File: src/rtl/bios_wdt_pkg.sv
// Shared definitions for the BIOS watchdog: FSM encoding, write-event bit
// positions, clock rate and counter widths.
package bios_wdt_pkg;

  localparam int CLK_HZ = 32768;
  localparam int PRE_W  = 15;
  localparam int SEC_W  = 8;
  localparam int WIN_W  = 8;
  localparam int CNT_W  = 4;
  localparam int EV_W   = 5;

  localparam int EV_55    = 0;
  localparam int EV_29    = 1;
  localparam int EV_FF    = 2;
  localparam int EV_AA    = 3;
  localparam int EV_OTHER = 4;

  typedef enum logic [1:0] {
    ST_DISABLED = 2'd0,
    ST_ARMED    = 2'd1,
    ST_UNLOCK   = 2'd2,
    ST_EXPIRED  = 2'd3
  } wdt_state_e;

  function automatic logic [CNT_W-1:0] sat_inc(input logic [CNT_W-1:0] v);
    return (v == '1) ? v : v + 1'b1;
  endfunction

endpackage

File: src/rtl/bios_wdt_if.sv
// Bundle between the BIOS WDT register decode (master) and the watchdog
// controller (slave); dbg_state mirrors the controller FSM for observation.
interface bios_wdt_if;
  import bios_wdt_pkg::*;

  logic [EV_W-1:0]  bCPUWrWdtRegSig;
  logic             WdtDefaultEn;
  logic             BiosWdtActive;
  logic             BiosWdtTimeout;
  logic [CNT_W-1:0] BiosWdtExpCnt;
  logic [CNT_W-1:0] BiosWdtErrCnt;
  logic             BiosSelect;
  wdt_state_e       dbg_state;

  modport master (
    output bCPUWrWdtRegSig, WdtDefaultEn,
    input  BiosWdtActive, BiosWdtTimeout, BiosWdtExpCnt, BiosWdtErrCnt,
    input  BiosSelect, dbg_state
  );

  modport slave (
    input  bCPUWrWdtRegSig, WdtDefaultEn,
    output BiosWdtActive, BiosWdtTimeout, BiosWdtExpCnt, BiosWdtErrCnt,
    output BiosSelect, dbg_state
  );
endinterface

File: src/rtl/bios_wdt_timer.sv
// Watchdog timebase: 15-bit prescaler producing a one-second tick and an
// 8-bit seconds down-counter. tc_o flags the edge on which seconds reach 0.
module bios_wdt_timer
  import bios_wdt_pkg::*;
#(
  parameter int unsigned TIMEOUT_SEC = 60
) (
  input  logic clk_i,
  input  logic rst_i,
  input  logic load_i,
  input  logic run_i,
  output logic tc_o
);

  localparam logic [PRE_W-1:0] PRE_MAX  = PRE_W'(CLK_HZ - 1);
  localparam logic [SEC_W-1:0] SEC_LOAD = SEC_W'(TIMEOUT_SEC);

  logic [PRE_W-1:0] pre_q;
  logic [SEC_W-1:0] sec_q;

  // Not gated by load_i: the controller resolves load-vs-expiry itself.
  assign tc_o = run_i && (pre_q == PRE_MAX) && (sec_q == SEC_W'(1));

  always_ff @(posedge clk_i) begin
    if (rst_i || load_i) begin
      pre_q <= '0;
      sec_q <= SEC_LOAD;
    end else if (run_i) begin
      pre_q <= pre_q + 1'b1;
      if (pre_q == PRE_MAX && sec_q != '0) begin
        sec_q <= sec_q - 1'b1;
      end
    end
  end

endmodule

File: src/rtl/bios_wdt_ctrl.sv
// BIOS watchdog controller (CLK32768 domain): unlock/kick/disable protocol,
// timeout reporting and optional flash failover under BIOS_WDT_FAILOVER_EN.
module bios_wdt_ctrl
  import bios_wdt_pkg::*;
#(
  parameter int unsigned TIMEOUT_SEC = 60,
  parameter int unsigned UNLOCK_WIN  = 64
) (
  input  logic      CLK32768,
  input  logic      MainReset,
  bios_wdt_if.slave bus
);

  localparam logic [WIN_W-1:0] WIN_LOAD = WIN_W'(UNLOCK_WIN);
  localparam logic [EV_W-1:0]  EV_KICK  = EV_W'((1 << EV_55) | (1 << EV_AA));
  localparam logic [EV_W-1:0]  EV_DIS   = EV_W'((1 << EV_55) | (1 << EV_29));
  localparam logic [EV_W-1:0]  EV_AAONLY = EV_W'(1 << EV_AA);
  localparam logic [EV_W-1:0]  EV_29ONLY = EV_W'(1 << EV_29);

  wdt_state_e       state_q, state_d;
  logic [EV_W-1:0]  prev_q;
  logic [EV_W-1:0]  ev;
  logic             multi_ev;
  logic [WIN_W-1:0] win_q, win_d;
  logic             active_q, timeout_q;
  logic [CNT_W-1:0] exp_cnt_q, err_cnt_q;
  logic             err_inc, timer_load, timer_run, tc;

  assign ev       = bus.bCPUWrWdtRegSig ^ prev_q;
  assign multi_ev = |(ev & (ev - 1'b1));
  assign timer_run = (state_q == ST_ARMED) || (state_q == ST_UNLOCK);

  bios_wdt_timer #(.TIMEOUT_SEC(TIMEOUT_SEC)) u_timer (
    .clk_i  (CLK32768),
    .rst_i  (MainReset),
    .load_i (timer_load),
    .run_i  (timer_run),
    .tc_o   (tc)
  );

  always_comb begin
    state_d    = state_q;
    win_d      = win_q;
    err_inc    = 1'b0;
    timer_load = 1'b0;
    case (state_q)
      ST_DISABLED: begin
        if (ev[EV_FF]) begin
          timer_load = 1'b1;
          state_d    = ST_ARMED;
        end
        if (ev[EV_OTHER]) err_inc = 1'b1;
      end
      ST_ARMED: begin
        if (ev == EV_KICK) begin
          timer_load = 1'b1;
        end else if (ev == EV_DIS) begin
          state_d = ST_DISABLED;
        end else if (multi_ev) begin
          err_inc = 1'b1;
        end else if (ev[EV_55]) begin
          state_d = ST_UNLOCK;
          win_d   = WIN_LOAD;
        end else if (ev[EV_OTHER]) begin
          err_inc = 1'b1;
        end
      end
      ST_UNLOCK: begin
        if (ev == EV_AAONLY) begin
          timer_load = 1'b1;
          state_d    = ST_ARMED;
        end else if (ev == EV_29ONLY) begin
          state_d = ST_DISABLED;
        end else if (ev != '0 || win_q <= WIN_W'(1)) begin
          err_inc = 1'b1;
          state_d = ST_ARMED;
        end else begin
          win_d = win_q - 1'b1;
        end
      end
      default: state_d = ST_DISABLED;
    endcase
    // A kick (timer reload) or disable in the terminal-count cycle wins.
    if (tc && !timer_load && state_d != ST_DISABLED) state_d = ST_EXPIRED;
  end

  always_ff @(posedge CLK32768) begin
    prev_q <= bus.bCPUWrWdtRegSig;
    if (MainReset) begin
      state_q   <= bus.WdtDefaultEn ? ST_ARMED : ST_DISABLED;
      active_q  <= bus.WdtDefaultEn;
      timeout_q <= 1'b0;
      exp_cnt_q <= '0;
      err_cnt_q <= '0;
      win_q     <= '0;
    end else begin
      state_q   <= state_d;
      active_q  <= (state_d == ST_ARMED) || (state_d == ST_UNLOCK);
      timeout_q <= (state_d == ST_EXPIRED);
      win_q     <= win_d;
      if (state_d == ST_EXPIRED) exp_cnt_q <= sat_inc(exp_cnt_q);
      if (err_inc) err_cnt_q <= sat_inc(err_cnt_q);
    end
  end

`ifdef BIOS_WDT_FAILOVER_EN
  logic sel_q;
  // Flip the flash select on each expiry so the next boot uses the other image.
  always_ff @(posedge CLK32768) begin
    if (MainReset) begin
      sel_q <= 1'b0;
    end else if (state_d == ST_EXPIRED) begin
      sel_q <= ~sel_q;
    end
  end
  assign bus.BiosSelect = sel_q;
`else
  assign bus.BiosSelect = 1'b0;
`endif

  assign bus.BiosWdtActive  = active_q;
  assign bus.BiosWdtTimeout = timeout_q;
  assign bus.BiosWdtExpCnt  = exp_cnt_q;
  assign bus.BiosWdtErrCnt  = err_cnt_q;
  assign bus.dbg_state      = state_q;

endmodule

File: src/flat_wrapper.sv
// flat-port wrapper written by rule: the top's interface ports become plain ports
module bios_wdt_ctrl_flat import bios_wdt_pkg::*;
#(
  parameter int unsigned TIMEOUT_SEC = 60,
  parameter int unsigned UNLOCK_WIN  = 64
)
  (CLK32768, MainReset, bus_bCPUWrWdtRegSig, bus_WdtDefaultEn, bus_BiosWdtActive, bus_BiosWdtTimeout, bus_BiosWdtExpCnt, bus_BiosWdtErrCnt, bus_BiosSelect, bus_dbg_state);
  bios_wdt_if bus_i ();
  input  logic CLK32768;
  input  logic MainReset;
  input wire logic [$bits(bus_i.bCPUWrWdtRegSig)-1:0] bus_bCPUWrWdtRegSig;
  input wire logic [$bits(bus_i.WdtDefaultEn)-1:0] bus_WdtDefaultEn;
  output wire logic [$bits(bus_i.BiosWdtActive)-1:0] bus_BiosWdtActive;
  output wire logic [$bits(bus_i.BiosWdtTimeout)-1:0] bus_BiosWdtTimeout;
  output wire logic [$bits(bus_i.BiosWdtExpCnt)-1:0] bus_BiosWdtExpCnt;
  output wire logic [$bits(bus_i.BiosWdtErrCnt)-1:0] bus_BiosWdtErrCnt;
  output wire logic [$bits(bus_i.BiosSelect)-1:0] bus_BiosSelect;
  output wire logic [$bits(bus_i.dbg_state)-1:0] bus_dbg_state;
  assign bus_i.bCPUWrWdtRegSig = bus_bCPUWrWdtRegSig;
  assign bus_i.WdtDefaultEn = bus_WdtDefaultEn;
  assign bus_BiosWdtActive = bus_i.BiosWdtActive;
  assign bus_BiosWdtTimeout = bus_i.BiosWdtTimeout;
  assign bus_BiosWdtExpCnt = bus_i.BiosWdtExpCnt;
  assign bus_BiosWdtErrCnt = bus_i.BiosWdtErrCnt;
  assign bus_BiosSelect = bus_i.BiosSelect;
  assign bus_dbg_state = bus_i.dbg_state;
  bios_wdt_ctrl #(.TIMEOUT_SEC(TIMEOUT_SEC), .UNLOCK_WIN(UNLOCK_WIN)) u_core (.CLK32768(CLK32768), .MainReset(MainReset), .bus(bus_i));
endmodule
File: config.mk
export PLATFORM = sky130hd
export DESIGN_NAME = bios_wdt_ctrl_flat
export DESIGN_NICKNAME = d
export VERILOG_FILES = /design/src/rtl/bios_wdt_pkg.sv /design/src/rtl/bios_wdt_if.sv /design/src/rtl/bios_wdt_timer.sv /design/src/rtl/bios_wdt_ctrl.sv /design/src/flat_wrapper.sv
export SDC_FILE = /design/constraint.sdc
export NUM_CORES = 1
export LEC_CHECK = 0
export ABC_CLOCK_PERIOD_IN_PS = 3000
export CAP_MARGIN = 20
export CORE_MARGIN = 1.5
export CORE_UTILIZATION = 40
export DETAILED_ROUTE_END_ITERATION = 7
export PLACE_DENSITY = 0.63
export SYNTH_ARGS = -nofsm -noshare
export SYNTH_HDL_FRONTEND = slang
export SYNTH_SLANG_ARGS = --single-unit
File: constraint.sdc
create_clock -name CLK32768 -period 3 [get_ports CLK32768]
set_input_delay 0.6 -clock CLK32768 [delete_from_list [all_inputs] [get_ports CLK32768]]
set_output_delay 0.6 -clock CLK32768 [all_outputs]
set_load 0.1 [all_outputs]
==> results.toml, run 1 <==
[logic_synthesis]
synth-xor-area-share_pct = 12.9
ys_seq_area_share_pct = 40.5
synth_commonest_cells = "dfxtp_1 (48), nor2_1 (43), xor2_1 (26)"
syn_area_per_cell_um2 = 8.96
synthTopCellsByArea = "dfxtp_1 (40%), xor2_1 (9.6%), ha_1 (6.8%)"
yosys.area.top_type_share_pct = 40.5
synth-edff-count = 0
synth_most_common_cell = "dfxtp_1"
async_flop_share_pct = 0
synth_compound_area_share_pct = 8.90
syn_nets = 286
synth_fa_ha_area_share_pct = 6.85
netlist_instances = 265
synthDistinctLibCells = 46
synthMuxAreaShare_pct = 3.53
synth_top_cell_by_area = "dfxtp_1"
synth_area_um2 = 2370
synth_top_family_by_area = "simple AND/OR/NAND/NOR gates"
synth-seq-cells = 48
ys.flop_type = "dfxtp_1"
synth_warnings = 0
yosys.area_share.simple_pct = 24.2

[place]
dpl.hpwl_um = 3090
portBuffers = 19
place.gp.congestion = 0.840
place_ws_ps = -191
place_area_um2 = 2720

[critical_path]
crit_chain = "clkdlybuf4s50_1, xor2_1, or4_1, o32ai_1, a32oi_1, o21ai_1, ha_1, nand2_1, nor2_1, xnor2_1, nor2_1"
slowest_delay_ps = 570
cp_max_fo = 6
cp_data_arrival_time_ps = 3070
cp_slowest_cell = "or4_1"
reg2regPathDepth = 10
start_kind = "input port"
required_ps = 3200
crit_type = "input port to register"
crit_top_cell = "nor2_1"
end_kind = "register"

[cells_and_area]
finalNetCount = 320
filler_cell_count = 554
drive_gt1_share_pct = 14.7
fin_area_um2 = 2860
area_growth_pct = 20.2
antenna_cells = 0

[routing]
num_vias = 1857
totalWireLength_um = 4230
drt_iter0_markers = 76
top_layer_used = "met4"
wl_met2_um = 1810
wl_per_cell_um = 11.4
ant_nets = 0
drc = 0
wl_met3_um = 136
wl_met1_um = 2250
via_per_inst = 4.99
first_pass_iters = 4

[clocking]
path_clk_slew_ps = 90
cts_buffers = 5
numClockSinks = 48
ctsResizeCount = 0
clock_latency_ps = 300
cts_root_buf = "clkbuf_8"
cts_setup_buffers = 0
hold_buffers = 0
cts-htree-levels = 2
cts_max_path_buffers = 2
cts_tree = "built"

[floorplan]
dieArea_um2 = 6410
coreArea_um2 = 5610
initial_core_util_pct = 42.3
io_pins = 21
die_w_um = 80.1
rows = 27
fp.dieH_um = 80.1

[pwr]
power.density_nw_per_um2 = 571
p_total_w = 0.00163
leakage_nw = 1.11
ir_drop_mv = 0.320

[sta]
max_freq_mhz = 349
rsz0062_at_grt = "false"
fin_ws_ps = 132
min_period_ps = 2870
holdWs_ps = 506
finalCritPeriodShare_pct = 95.6
slew_headroom_pct = 65.9
fin_skew_ps = 11.4
finalHoldViolCount = 0
tightest_slew_ps = 507
setup_viol = 0
slew_violations = 0
setup_tns_ps = 0

[job]
maxCapViolations = 0

[grt]
grtUsageTotal_pct = 14.6
grt_max_degree = 24
grt_overflow = 0
grt_first_pass_wirelength_um = 7360
grt_pass1_vias = 1631
grt_antenna_before_repair = 0

[hold_path]
hp-class = "register to register"
hold_depth = 2

[run_status]
run_status = "complete, no violations"
through the flow:
step	std cells	utilization, %
after floorplan	265	-
after global placement	364	48.5
after detailed placement	364	48.5
after CTS	372	50.9
after global routing	372	50.9
final	372	50.9
power breakdown:
part	switching [W]	total, W	internal [W]
Combinational	0.000257	0.000393	0.000136
Sequential	0.0000284	0.000695	0.000667
Clock	0.000210	0.000543	0.000333
logic make-up after synthesis:
logic type | Yosys count
fa+ha+maj | 13
flops | 48
other cells | 1
xor+xnor | 35
mux | 8
simple gates | 113
compound gates | 29
buf+inv | 18
routing by layer:
| metal | track usage [%] | vias up |
|---|---|---|
| met1 | 20.7 | 825 |
| met3 | 3.75 | 4 |
| li1 | - | 999 |
| met2 | 21.0 | 29 |
| met5 | 0 | - |
| met4 | 5.69 | 0 |
state kept, by name, summed over array words and instances (netlist names):
register                   flops
u_core.u_timer.pre_q          15
u_core.u_timer.sec_q           8
u_core.win_q                   8
u_core.prev_q                  5
u_core.bus.BiosWdtErrCnt       4
u_core.bus.BiosWdtExpCnt       4
u_core.bus.dbg_state           2
u_core.bus.BiosWdtActive       1
u_core.bus.BiosWdtTimeout      1
path summary, 6_finish.rpt:
kind	start	end	slack, ps
worst max-delay path	bus_bCPUWrWdtRegSig[2]	u_core.bus.BiosWdtExpCnt[3]$_SDFFE_PP0P_	130
worst max register to register	u_core.win_q[3]$_SDFFE_PP0P_	u_core.bus.BiosWdtExpCnt[3]$_SDFFE_PP0P_	160
worst min-delay path	u_core.bus.BiosWdtExpCnt[1]$_SDFFE_PP0P_	u_core.bus.BiosWdtExpCnt[1]$_SDFFE_PP0P_	510
worst min register to register	u_core.bus.BiosWdtExpCnt[1]$_SDFFE_PP0P_	u_core.bus.BiosWdtExpCnt[1]$_SDFFE_PP0P_	510
worst max-delay path: cells and delay by family:
family / cells / cell delay, ps
AO/OA/AOI/OAI: 3 / 650
XOR/XNOR: 2 / 340
adder cells (fa/ha/maj): 1 / 190
buffers and inverters: 1 / 430
AND/OR/NAND/NOR: 4 / 850
layout by cell type (no fill, tap or decap), types with 2 or more instances in the layout:
cell             Yosys  routed
dfxtp_1             48      46
nor2_1              43      43
buf_4                1      29
xor2_1              26      26
nand3_1             16      16
nand2_1             13      13
ha_1                13      13
inv_1                9       9
xnor2_1              9       9
nor4_1               7       7
nand4_1              7       7
clkdlybuf4s50_1      0       7
o21ai_0              6       6
mux2i_1              5       5
a21oi_1              5       5
clkbuf_8             0       5
nand3b_1             3       3
and4_1               3       3
and3_1               3       3
mux2_2               3       3
nand4b_1             3       3
nor2b_1              3       3
nor3_1               3       3
or4_1                2       2
o311a_1              2       2
o32ai_1              2       2
nand2b_1             2       2
a211oi_1             2       2
bufinv_16            0       2
dfxtp_4              0       2
cell type report:
type                    instances  area [µm²]  share of cell area, %
clock inverters                 2        60.1                   2.10
flip-flops and latches         48         968                   33.9
multi-input cells             199        1340                   47.0
inverters                       9        33.8                   1.18
clock buffers                   6        72.6                   2.54
repair buffers                 36         288                   10.1
well taps                      72        90.1                   3.16
(Power assumes the default switching activity.)
==> inputs of run 2 (changes only) <==
--- a/config.mk
+++ b/config.mk
@@ -7,10 +7,12 @@
 export LEC_CHECK = 0
 export ABC_CLOCK_PERIOD_IN_PS = 3000
 export CAP_MARGIN = 20
+export CELL_PAD_IN_SITES_DETAIL_PLACEMENT = 1
+export CELL_PAD_IN_SITES_GLOBAL_PLACEMENT = 1
 export CORE_MARGIN = 1.5
 export CORE_UTILIZATION = 40
 export DETAILED_ROUTE_END_ITERATION = 7
-export PLACE_DENSITY = 0.63
+export PLACE_DENSITY = 0.77
 export SYNTH_ARGS = -nofsm -noshare
 export SYNTH_HDL_FRONTEND = slang
 export SYNTH_SLANG_ARGS = --single-unit
==> results.toml, run 2 (synthesized netlist as in run 1, its figures left out) <==
[routing]
drt_iter0_markers = 67
first_pass_iters = 4
totalWireLength_um = 5210
via_per_inst = 5.25
num_vias = 1957
wl_per_cell_um = 14.0
ant_nets = 0
drc = 0

[floorplan]
dieArea_um2 = 6410
initial_core_util_pct = 42.3
io_pins = 21
die_w_um = 80.1
rows = 27
fp.dieH_um = 80.1
coreArea_um2 = 5610

[pwr]
p_comb_share_pct = 27.6
p_sw_w = 0.000515
p_sw_share_pct = 34.0
internal-power_w = 0.00100
ir_drop_mv = 0.451
power.density_nw_per_um2 = 529
leakage_nw = 1.10
seqPwrFrac_pct = 45.9
p_clk_share_pct = 26.5

[clocking]
path_clk_slew_ps = 90
cts_buffers = 5
cts_tree = "built"
cts_root_buf = "clkbuf_8"
hold_buffers = 0
clock_latency_ps = 300
cts-htree-levels = 2
numClockSinks = 48
cts_max_path_buffers = 2

[critical_path]
crit_type = "register to register"
required_ps = 3190
start_kind = "register"
cp_top_family = "simple AND/OR/NAND/NOR gates"
crit_top_cell = "or4_4"
critPathBufInv = 1
cp_max_fo = 4
slowest_delay_ps = 550
crit_chain = "or4_4, or4_4, a2111o_1, o311a_1, o21ai_2, ha_2, nand2_1, buf_4, xor2_1, nor2_1"
end_kind = "register"
cp_slowest_cell = "or4_4"
cp_data_arrival_time_ps = 3030

[job]
maxCapViolations = 0

[place]
place.gp.congestion = 0.809
place_area_um2 = 2740
portBuffers = 19
dpl.hpwl_um = 3820
place_ws_ps = -157

[grt]
grt_max_degree = 24
grtUsageTotal_pct = 17.5
grt_pass1_vias = 1927
grt_antenna_before_repair = 0
grt_first_pass_wirelength_um = 9060
grt_overflow = 0

[cells_and_area]
final_common_cell = "dfxtp_1"
top_register = "u_core.u_timer.pre_q"
filler_cell_count = 683
fin_area_um2 = 2870
reg_top3 = "u_core.u_timer.pre_q: 15 flops, u_core.u_timer.sec_q: 8 flops, u_core.win_q: 8 flops"
area_growth_pct = 20.8
drive_gt1_share_pct = 17.3
largest_reg_flops = 15
finalNetCount = 321
final_cell_mix = "dfxtp_1 (46), nor2_1 (42), buf_4 (29), xor2_1 (25), nand3_1 (16)"
final_core_util_pct = 51.1
antenna_cells = 0

[sta]
fin_ws_ps = 159
tightest_slew_ps = 558
holdWs_ps = 505
setup_tns_ps = 0
min_period_ps = 2840
slew_violations = 0
finalCritPeriodShare_pct = 94.7
fin_skew_ps = 9.36
finalHoldViolCount = 0
max_freq_mhz = 352
setup_viol = 0
slew_headroom_pct = 62.5

[run_status]
run_status = "complete, no violations"

[hold_path]
hp-class = "register to register"
run 2: path summary, 6_finish.rpt:
path,from,to,slack (ps),cells past startpoint
worst min-delay path,u_core.u_timer.sec_q[5]$_SDFFE_PP1P_,u_core.u_timer.sec_q[5]$_SDFFE_PP1P_,510,2
worst max register to register,u_core.win_q[3]$_SDFFE_PP0P_,u_core.bus.BiosWdtExpCnt[0]$_SDFFE_PP0P_,160,10
worst min register to register,u_core.u_timer.sec_q[5]$_SDFFE_PP1P_,u_core.u_timer.sec_q[5]$_SDFFE_PP1P_,510,2
worst max-delay path,u_core.win_q[3]$_SDFFE_PP0P_,u_core.bus.BiosWdtExpCnt[0]$_SDFFE_PP0P_,160,10
run 2: metal layers:
layer / vias up / track usage, % / routed length, µm / share of wire, %
li1: 992 / - / - / -
met1: 934 / 23.9 / 2570 / 49
met2: 25 / 28.2 / 2430 / 47
met3: 6 / 3.30 / 162 / 3.1
met4: 0 / 4.83 / 48 / 0.92
met5: - / 0 / 0 / 0
run 2: per-stage QoR:
| stage | total power (W) | std cells |
|---|---|---|
| finish | 0.00152 | 373 |
| global route | 0.00159 | 373 |
| CTS | 0.00153 | 373 |
| detailed placement | 0.00112 | 365 |
| global placement | 0.00111 | 365 |
| floorplan | 0.000997 | 265 |
run 2: tightest hold or removal path: cells and delay by family, from the launching register on:
| kind | cells | cell delay [ps] |
|---|---|---|
| xor gates and xnor gates | 1 | 70 |
| DFF | 1 | 350 |
| and+or+nand+nor | 1 | 60 |
run 2: final cells by class:
class	count	area (µm²)	area share [%]
tap	72	90.1	3.14
multi-input combinational	199	1370	47.8
clock inverter	2	15.0	0.524
inverter	9	33.8	1.18
clock buffer	6	82.6	2.88
sequential	48	968	33.8
timing repair buffer	37	308	10.7
run 2: power by group through the flow:
stage | sequential, W | combinational, W | clock [W]
after floorplan | 0.000830 | 0.000167 | 0
after global placement | 0.000710 | 0.000402 | 0
after detailed placement | 0.000711 | 0.000408 | 0
after CTS | 0.000696 | 0.000412 | 0.000421
after global routing | 0.000700 | 0.000452 | 0.000439
final | 0.000696 | 0.000418 | 0.000402
run 2: repair_timing:
action | 4_1_cts | 5_1_grt
gates resized for setup | 0 | 6
setup endpoints to repair | 0 | 4
setup buffers | 0 | 0
